## src/rtl/pc_npc_sequencer_pkg.sv

```systemverilog
// Shared decode constants and state encoding for the PC/nPC sequencer.
// Imported by the sequencer top and its branch resolver.
package pc_npc_sequencer_pkg;

    localparam logic [1:0] OP_BR    = 2'b00;
    localparam logic [1:0] OP_CALL  = 2'b01;
    localparam logic [2:0] OP2_BICC = 3'b010;
    localparam logic [3:0] COND_BN  = 4'b0000;
    localparam logic [3:0] COND_BA  = 4'b1000;

    typedef enum logic [2:0] {
        ST_START,
        ST_FETCH,
        ST_EXEC,
        ST_SQUASH,
        ST_HALT
    } state_t;

    function automatic logic is_bicc(input logic [31:0] ir);
        return (ir[31:30] == OP_BR) && (ir[24:22] == OP2_BICC);
    endfunction

endpackage

```

## src/rtl/pc_npc_sequencer_branch_resolver.sv

```systemverilog
// Bicc outcome: whether the branch is taken and whether its delay slot is annulled.
// Both outputs are low for any instruction that is not a Bicc.
module pc_npc_sequencer_branch_resolver
    import pc_npc_sequencer_pkg::*;
(
    input  logic [31:0] ir,
    input  logic        cond_true,
    output logic        taken,
    output logic        annul_delay
);

    logic [3:0] cond;
    logic       annul;
    logic       bicc;
    logic       unused_ir;

    assign cond      = ir[28:25];
    assign annul     = ir[29];
    assign bicc      = is_bicc(ir);
    assign unused_ir = ^ir[21:0];

    // BA/BN annul on the a bit alone; conditional branches annul only when not taken
    always_comb begin
        taken       = 1'b0;
        annul_delay = 1'b0;
        if (bicc) begin
            if (cond == COND_BA) begin
                taken       = 1'b1;
                annul_delay = annul;
            end else if (cond == COND_BN) begin
                taken       = 1'b0;
                annul_delay = annul;
            end else begin
                taken       = cond_true;
                annul_delay = annul & ~cond_true;
            end
        end
    end

endmodule

```

## src/rtl/pc_npc_sequencer.sv

```systemverilog
// SPARC-style PC/nPC sequencer: fetch handshake, delayed branches, annulled delay
// slots, CALL/JMPL redirection and a sticky halt on misaligned JMPL targets.
module pc_npc_sequencer
    import pc_npc_sequencer_pkg::*;
#(
    parameter logic [31:0] RESET_PC  = 32'h0000_0000,
    parameter logic [31:0] RESET_NPC = 32'h0000_0004
) (
    input  logic        Clk,
    input  logic        Reset,
    input  logic [31:0] Disp,
    input  logic [31:0] IR,
    input  logic        CondTrue,
    input  logic        TakeJmpl,
    input  logic [31:0] JmplTarget,
    input  logic        Advance,
    input  logic        MemReady,
    output logic        MemReq,
    output logic [31:0] FetchAddr,
    output logic        IRLoad,
    output logic [31:0] PC,
    output logic [31:0] nPC,
    output logic        Misalign
);

    state_t      state;
    logic        annul_pend;
    logic        br_taken;
    logic        br_annul;
    logic [31:0] seq_npc;
    logic [31:0] target;

    pc_npc_sequencer_branch_resolver u_branch_resolver (
        .ir          (IR),
        .cond_true   (CondTrue),
        .taken       (br_taken),
        .annul_delay (br_annul)
    );

    assign seq_npc   = nPC + 32'd4;
    assign target    = PC + Disp;
    assign MemReq    = (state == ST_FETCH);
    assign FetchAddr = PC;
    assign IRLoad    = (state == ST_FETCH) & MemReady & ~annul_pend;

    always_ff @(posedge Clk) begin
        if (Reset) begin
            PC         <= RESET_PC;
            nPC        <= RESET_NPC;
            annul_pend <= 1'b0;
            Misalign   <= 1'b0;
            state      <= ST_START;
        end else begin
            case (state)
                ST_START: state <= ST_FETCH;
                ST_FETCH: begin
                    if (MemReady) state <= annul_pend ? ST_SQUASH : ST_EXEC;
                end
                // The annulled delay slot is stepped over without ever reaching IR
                ST_SQUASH: begin
                    PC         <= nPC;
                    nPC        <= seq_npc;
                    annul_pend <= 1'b0;
                    state      <= ST_FETCH;
                end
                ST_EXEC: begin
                    if (Advance) begin
                        if (TakeJmpl && (JmplTarget[1:0] != 2'b00)) begin
                            Misalign <= 1'b1;
                            state    <= ST_HALT;
                        end else begin
                            PC    <= nPC;
                            state <= ST_FETCH;
                            if (TakeJmpl) begin
                                nPC <= JmplTarget;
                            end else if (IR[31:30] == OP_CALL) begin
                                nPC <= target;
                            end else begin
                                nPC        <= br_taken ? target : seq_npc;
                                annul_pend <= br_annul;
                            end
                        end
                    end
                end
                ST_HALT: state <= ST_HALT;
                default: state <= ST_START;
            endcase
        end
    end

endmodule
```

## config.mk

```make
export PLATFORM = sky130hd
export DESIGN_NAME = pc_npc_sequencer
export DESIGN_NICKNAME = d
export VERILOG_FILES = /design/src/rtl/pc_npc_sequencer_pkg.sv /design/src/rtl/pc_npc_sequencer_branch_resolver.sv /design/src/rtl/pc_npc_sequencer.sv
export SDC_FILE = /design/constraint.sdc
export NUM_CORES = 1
export LEC_CHECK = 0
export CAP_MARGIN = 0
export CORE_MARGIN = 4
export CORE_UTILIZATION = 30
export CTS_BUF_LIST = sky130_fd_sc_hd__clkbuf_4
export DETAILED_ROUTE_END_ITERATION = 6
export PLACE_DENSITY = 0.59
export SETUP_SLACK_MARGIN = 0.02
export SLEW_MARGIN = 10
export SYNTH_ARGS = -nofsm -noshare
export SYNTH_HDL_FRONTEND = slang
export SYNTH_SLANG_ARGS = --single-unit
```

## constraint.sdc

```tcl
create_clock -name Clk -period 3.4 [get_ports Clk]
set_input_delay 0.85 -clock Clk [delete_from_list [all_inputs] [get_ports Clk]]
set_output_delay 0.85 -clock Clk [all_outputs]
set_load 0.05 [all_outputs]
```

==> results.json, run 1 <==
{
  "nFillCells": 1875,
  "synthToLayoutAreaGrowth_pct": 41.7,
  "cts_resized": 0,
  "cts_tree": "built",
  "ios": 201,
  "switching_share_pct": 29.1,
  "crit_path_end_kind": "flip-flop",
  "outcome": "complete, no violations",
  "netlist.top_cell.by_area": "dfxtp_1",
  "fin_crit_ps": 3180,
  "synth_cells": 766,
  "synth_top_family_by_area": "compound AO/OA/AOI/OAI gates",
  "regToRegSetupSlack_ps": 670,
  "max_stage_delay_ps": 460,
  "cts_max_level": 3,
  "ys_seq_area_share_pct": 24.8,
  "clkSlewWorstSetupHoldPaths_ps": 120,
  "die_area_mm2": 0.0208,
  "gr-usage-met2_pct": 31.0,
  "place_ws_ps": -270,
  "hold_buffers": 0,
  "cts_max_path_buffers": 2,
  "synthSimpleGateAreaFrac_pct": 24.5,
  "grt_usage_pct": 19.0,
  "seqCellArea_mm2": 0.00138,
  "grt.busiest_layer": "met2",
  "async_flop_share_pct": 0,
  "muxShareOfSynthArea_pct": 0,
  "die_y_um": 144,
  "postCtsSetupBuffers": 0,
  "combPwrFrac_pct": 21.4,
  "grt.met1_usage_pct": 26.4,
  "yosysUniqueCellTypes": 72,
  "p_sw_w": 0.000570,
  "synth_area_leaders": "dfxtp_1 25%, a21oi_1 9.6%, nand2_1 8.4%",
  "clockRootBuffer": "clkbuf_4",
  "rows": 49,
  "diodes": 0,
  "p_int_w": 0.00139,
  "hold_path_depth": 2,
  "netlist_area_mm2": 0.00557,
  "nNetsFinal": 1084,
  "post_drt_via_cell_ratio": 5.21,
  "crit_type": "in2reg",
  "worstSkewPairLatency_ps": 460,
  "worst_pin_slew_ps": 612,
  "relSlewSlack_pct": 59.2,
  "grt_pass1_vias": 5854,
  "arrival_ps": 3560,
  "clkPwrFrac_pct": 35.8,
  "max_freq_ghz": 0.315,
  "seqPwrFrac_pct": 42.8,
  "rsz0062_at_grt": "false",
  "die_w_um": 144,
  "start_kind": "input port",
  "synth_xor_xnor_area_share_pct": 7.08,
  "setup_tns_ps": 0,
  "grt_start_max_net_pins": 36,
  "vias": 6160,
  "route.detailed.drc": 0,
  "p_leak_nw": 2.92,
  "drv_cap": 0,
  "ant_nets": 0,
  "vdd_drop_max_uv": 173,
  "hp-class": "reg2reg",
  "synth_edf_count": 0,
  "r2r-end": "nPC[24]",
  "drive_gt1_share_pct": 11.5,
  "gp_congestion": 0.875,
  "io_buffer_count": 178,
  "r2r_start": "FetchAddr[0]",
  "final_max_slew_viol_count": 0,
  "dp.cells": 1167,
  "clock_sinks": 69,
  "cts_buffers": 9,
  "grt_pass1_wl_um": 31100,
  "place_hpwl_um": 15500,
  "multi_input_area_mm2": 0.00371,
  "antenna_found_initial": 0,
  "period_share_pct": 93.5,
  "cp-startpoint": "Disp[0]",
  "r2r_cells": 13,
  "synth_compound_area_share_pct": 27.3,
  "synth_top_area_share_pct": 24.8,
  "worst-endpoint-required_ps": 3780,
  "critPathSlowestCell": "clkdlybuf4s50_1",
  "drt-initial-drc-count": 309,
  "met3_usage_pct": 3.70,
  "grt_overflow_total": 0,
  "cellPowerDensity_mw_per_mm2": 248,
  "synth_fp_nets": 901,
  "layout.cells.non_filler": 1183,
  "worst_slack_ps": 223,
  "synth_fa_ha_area_share_pct": 7.55,
  "yosysWarnings": 0,
  "avgSynthCellArea_um2": 7.27,
  "crit_chain": "clkdlybuf4s50_1, ha_1, inv_1, fa_1, nand2b_1, a21oi_1, buf_4, o211ai_1, nand3_1, o211ai_2, o21ai_1, xor2_1, a22oi_1, o31ai_1",
  "synth_ff_type": "dfxtp_1",
  "wire_per_inst_um": 17.0,
  "setup-violations-final": 0,
  "hold_violations": 0,
  "finalWirelength_um": 20100,
  "dr.pass1.iters": 5,
  "synth_seq_cells": 69,
  "initial_core_util_pct": 30.8,
  "hp-start": "FetchAddr[2]",
  "holdPathEnd": "FetchAddr[2]",
  "core_area_mm2": 0.0181,
  "critPathMaxFanout": 5,
  "fin_worst_skew_ps": 16.2
}
-- worst max-delay path by stage --
stage | end | slack (ps) | depth (start not counted)
floorplan | IRLoad | 300 | 2
global placement | nPC[24] | -240 | 14
detailed placement | nPC[24] | -270 | 14
CTS | nPC[24] | 210 | 14
global route | nPC[24] | 80 | 14
finish | nPC[24] | 220 | 14
-- cell families after synthesis --
group,Yosys count
AOI/OAI and AO/OA,246
xor gates and xnor gates,45
buffers and inverters,88
and+or+nand+nor,285
DFF,69
adders and majority gates,33
-- power by group through the flow --
stage	sequential [W]	combinational, W	clock (W)
3_3_place_gp	0.000857	0.000416	0
3_5_place_dp	0.000857	0.000417	0
2_1_floorplan	0.000883	0.000175	0
6_report	0.000839	0.000419	0.000700
4_1_cts	0.000839	0.000419	0.000724
5_1_grt	0.000842	0.000451	0.000756
-- synthesized netlist by cell type, drive strengths merged, types with 10 or more instances --
master / n
nor2: 63
nand2b: 10
xor2: 20
nand2: 126
o21ai: 51
nor3: 15
nand4: 11
xnor2: 25
ha: 32
a21oi: 109
dfxtp: 69
inv: 13
nand3: 24
clkbuf: 23
buf: 51
-- per-stage QoR --
step	hold WS, ps	cell area (um^2)	utilization [%]	power, W
detailed placement	474	7710	42.6	0.00127
floorplan	447	5570	-	0.00106
CTS	489	7890	43.6	0.00198
finish	496	7890	43.6	0.00196
global route	515	7890	43.6	0.00205
global placement	473	7710	42.6	0.00127
-- cell type report --
cell class                      instances  share of cell area, %
Multi-Input combinational cell        609                   47.0
Timing Repair Buffer                  246                   29.0
Sequential cell                        69                   17.5
Tap cell                              229                   3.63
Clock inverter                          6                   1.28
Clock buffer                           10                  0.951
Inverter                               14                  0.666
-- cells in the final DEF (no fill, tap or decap), types with 5 or more instances in the layout --
cell | synthesis | routed
nor4_1 | 5 | 5
o211ai_1 | 8 | 8
nand3_1 | 23 | 23
a221oi_1 | 5 | 5
nor2_1 | 59 | 58
a211oi_1 | 6 | 6
nand2b_1 | 9 | 9
o21ai_0 | 39 | 39
clkdlybuf4s50_1 | 0 | 176
nand2_1 | 125 | 125
and3_1 | 6 | 6
a31oi_1 | 9 | 9
o21ai_1 | 8 | 8
a21oi_1 | 107 | 107
ha_1 | 32 | 32
dfxtp_1 | 69 | 69
o31ai_1 | 7 | 7
xnor2_1 | 25 | 25
xor2_1 | 20 | 20
a21o_1 | 6 | 6
inv_1 | 13 | 13
o21bai_1 | 5 | 5
buf_4 | 35 | 69
nand4_1 | 10 | 10
nor3_1 | 15 | 15
clkbuf_4 | 0 | 10
-- critical path, delay by kind of cell --
kind | cells | cell delay [ps]
compound gates | 6 | 910
buf+inv | 3 | 660
fa+ha+maj | 2 | 550
simple gates | 2 | 350
xor+xnor | 1 | 230
-- registers in the layout (all words and copies together) (netlist names) --
name and flops:
annul_pend 1, Misalign 1, state 3, FetchAddr 32
nPC 32
-- per-layer routing --
layer  up-vias  routed length [um]  part of all wire, %
li1       3083                   -                    -
met1      2840                9230                   46
met2       216                9390                   47
met3        21                1190                  5.9
met4         0                 277                  1.4
met5         -                   0                    0
Note: power is estimated with default switching activity, not from simulation.
==> run 2, diff against run 1 <==
- TNS_END_PERCENT: unset -> 5
==> results of run 2 <==
Same layout as run 1: the final DEF is identical, and so are final timing and power.
==> run 3, diff against run 2 <==
- CTS_BUF_LIST: sky130_fd_sc_hd__clkbuf_4 -> sky130_fd_sc_hd__clkbuf_16
==> run 3 against run 2 <==
Worst hold slack lost 9.3 ps. Die area is the same. Cell area grew 2.2%. Sequential power is essentially flat. Combinational power is essentially flat.
==> results.json, run 3 (synthesized netlist as in run 1, its figures left out) <==
{
  "clock_sinks": 69,
  "crit_type": "in2reg",
  "layout_commonest_cell": "clkdlybuf4s50_1",
  "dp.cells": 1167,
  "hp-class": "reg2reg",
  "hp-start": "FetchAddr[2]",
  "arrival_ps": 3450,
  "drv_cap": 0,
  "holdPathEnd": "FetchAddr[2]",
  "grt_pass1_wl_um": 31300,
  "cts_resized": 0,
  "critPathMaxFanout": 5,
  "place_hpwl_um": 15500,
  "cts_max_level": 3,
  "antenna_found_initial": 0,
  "core_area_mm2": 0.0181,
  "route.detailed.drc": 0,
  "synthToLayoutAreaGrowth_pct": 44.8,
  "diodes": 0,
  "final_max_slew_viol_count": 0,
  "grt_pass1_vias": 5874,
  "final_area_mm2": 0.00806,
  "hold_path_depth": 2,
  "grt_overflow_total": 0,
  "vias": 6204,
  "clockRootBuffer": "clkbuf_16",
  "die_w_um": 144,
  "p_int_w": 0.00172,
  "nNetsFinal": 1084,
  "grt_usage_pct": 19.2,
  "worstSkewPairLatency_ps": 350,
  "p_leak_nw": 2.99,
  "regToRegSetupSlack_ps": 750,
  "cts_buffers": 9,
  "wire_per_inst_um": 17.1,
  "p_sw_w": 0.000626,
  "drt-initial-drc-count": 286,
  "io_buffer_count": 178,
  "max_freq_ghz": 0.310,
  "multi_input_area_mm2": 0.00373,
  "r2r-end": "nPC[25]",
  "rsz0062_at_grt": "true",
  "fin_crit_ps": 3230,
  "relSlewSlack_pct": 59.5,
  "r2r_cells": 9,
  "rows": 49,
  "grt_start_max_net_pins": 36,
  "whs_ps": 486,
  "clkSlewWorstSetupHoldPaths_ps": 60,
  "nFillCells": 1856,
  "postCtsSetupBuffers": 0,
  "vdd_drop_max_uv": 209,
  "layout.cells.non_filler": 1183,
  "cts_tree": "built",
  "seqPwrFrac_pct": 35.8,
  "hold_buffers": 0,
  "hold_violations": 0,
  "outcome": "complete, no violations",
  "cellPowerDensity_mw_per_mm2": 291,
  "dr.pass1.iters": 5,
  "r2r_start": "FetchAddr[1]",
  "start_kind": "input port",
  "ant_nets": 0,
  "worst_pin_slew_ps": 607,
  "die_y_um": 144,
  "layout_common_cells": "176 x clkdlybuf4s50_1, 125 x nand2_1, 107 x a21oi_1",
  "setup-violations-final": 0,
  "ios": 201,
  "combPwrFrac_pct": 17.9,
  "worst-endpoint-required_ps": 3620,
  "cts_max_path_buffers": 2,
  "placed_area_mm2": 0.00771,
  "gp_congestion": 0.875,
  "period_share_pct": 95.0,
  "initial_core_util_pct": 30.8,
  "post_drt_via_cell_ratio": 5.24,
  "finalWirelength_um": 20300,
  "drive_gt1_share_pct": 11.6,
  "clkPwrFrac_pct": 46.4,
  "crit_path_end_kind": "flip-flop",
  "die_area_mm2": 0.0208,
  "seqCellArea_mm2": 0.00138,
  "fin_worst_skew_ps": 5.80,
  "switching_share_pct": 26.7
}
[run 3: worst max path at each step]
stage                   from  depth (start not counted)  endpoint  slack [ps]
floorplan           state[0]                          2    IRLoad         300
global placement     Disp[0]                         14   nPC[24]        -240
detailed placement   Disp[0]                         14   nPC[24]        -270
CTS                  Disp[0]                         14   nPC[24]          80
global route         Disp[1]                         11   nPC[31]        0.07
finish               Disp[1]                         10   nPC[25]         170
[run 3: cell type report]
type	instances	share of cell area (%)
clock buffers	9	2.79
clock inverters	7	1.30
well taps	229	3.55
inverters	14	0.652
multi-input cells	609	46.2
repair buffers	246	28.3
flip-flops and latches	69	17.1
[run 3: stage by stage]
step | total power [W] | utilization (%) | setup TNS, ps | setup WS, ps
after floorplan | 0.00106 | - | 0 | 302
after global placement | 0.00127 | 42.6 | -1770 | -240
after detailed placement | 0.00127 | 42.6 | -1850 | -270
after CTS | 0.00237 | 44.5 | 0 | 75.6
after global routing | 0.00243 | 44.6 | 0 | 0.0691
final | 0.00235 | 44.6 | 0 | 169
[run 3: power groups by stage]
stage	registers, W	logic (W)	clock network (W)
after floorplan	0.000883	0.000175	0
after global placement	0.000857	0.000416	0
after detailed placement	0.000857	0.000417	0
after CTS	0.000839	0.000419	0.00111
after global routing	0.000841	0.000451	0.00114
final	0.000839	0.000420	0.00109
[run 3: metal layers]
metal / routed length [um] / track usage, %
met2: 9420 / 31.1
met5: 0 / 0
met1: 9380 / 26.4
met3: 1170 / 3.84
met4: 311 / 4.42
[run 3: critical path, stage by stage]
cell and delay (ps):
clkdlybuf4s50_1 420, ha_1 330, a211oi_2 240, o21ai_1 220
o2111ai_1 300, o21ai_1 130, o31a_1 350, a221oi_2 310
xor2_1 190, o32ai_1 90
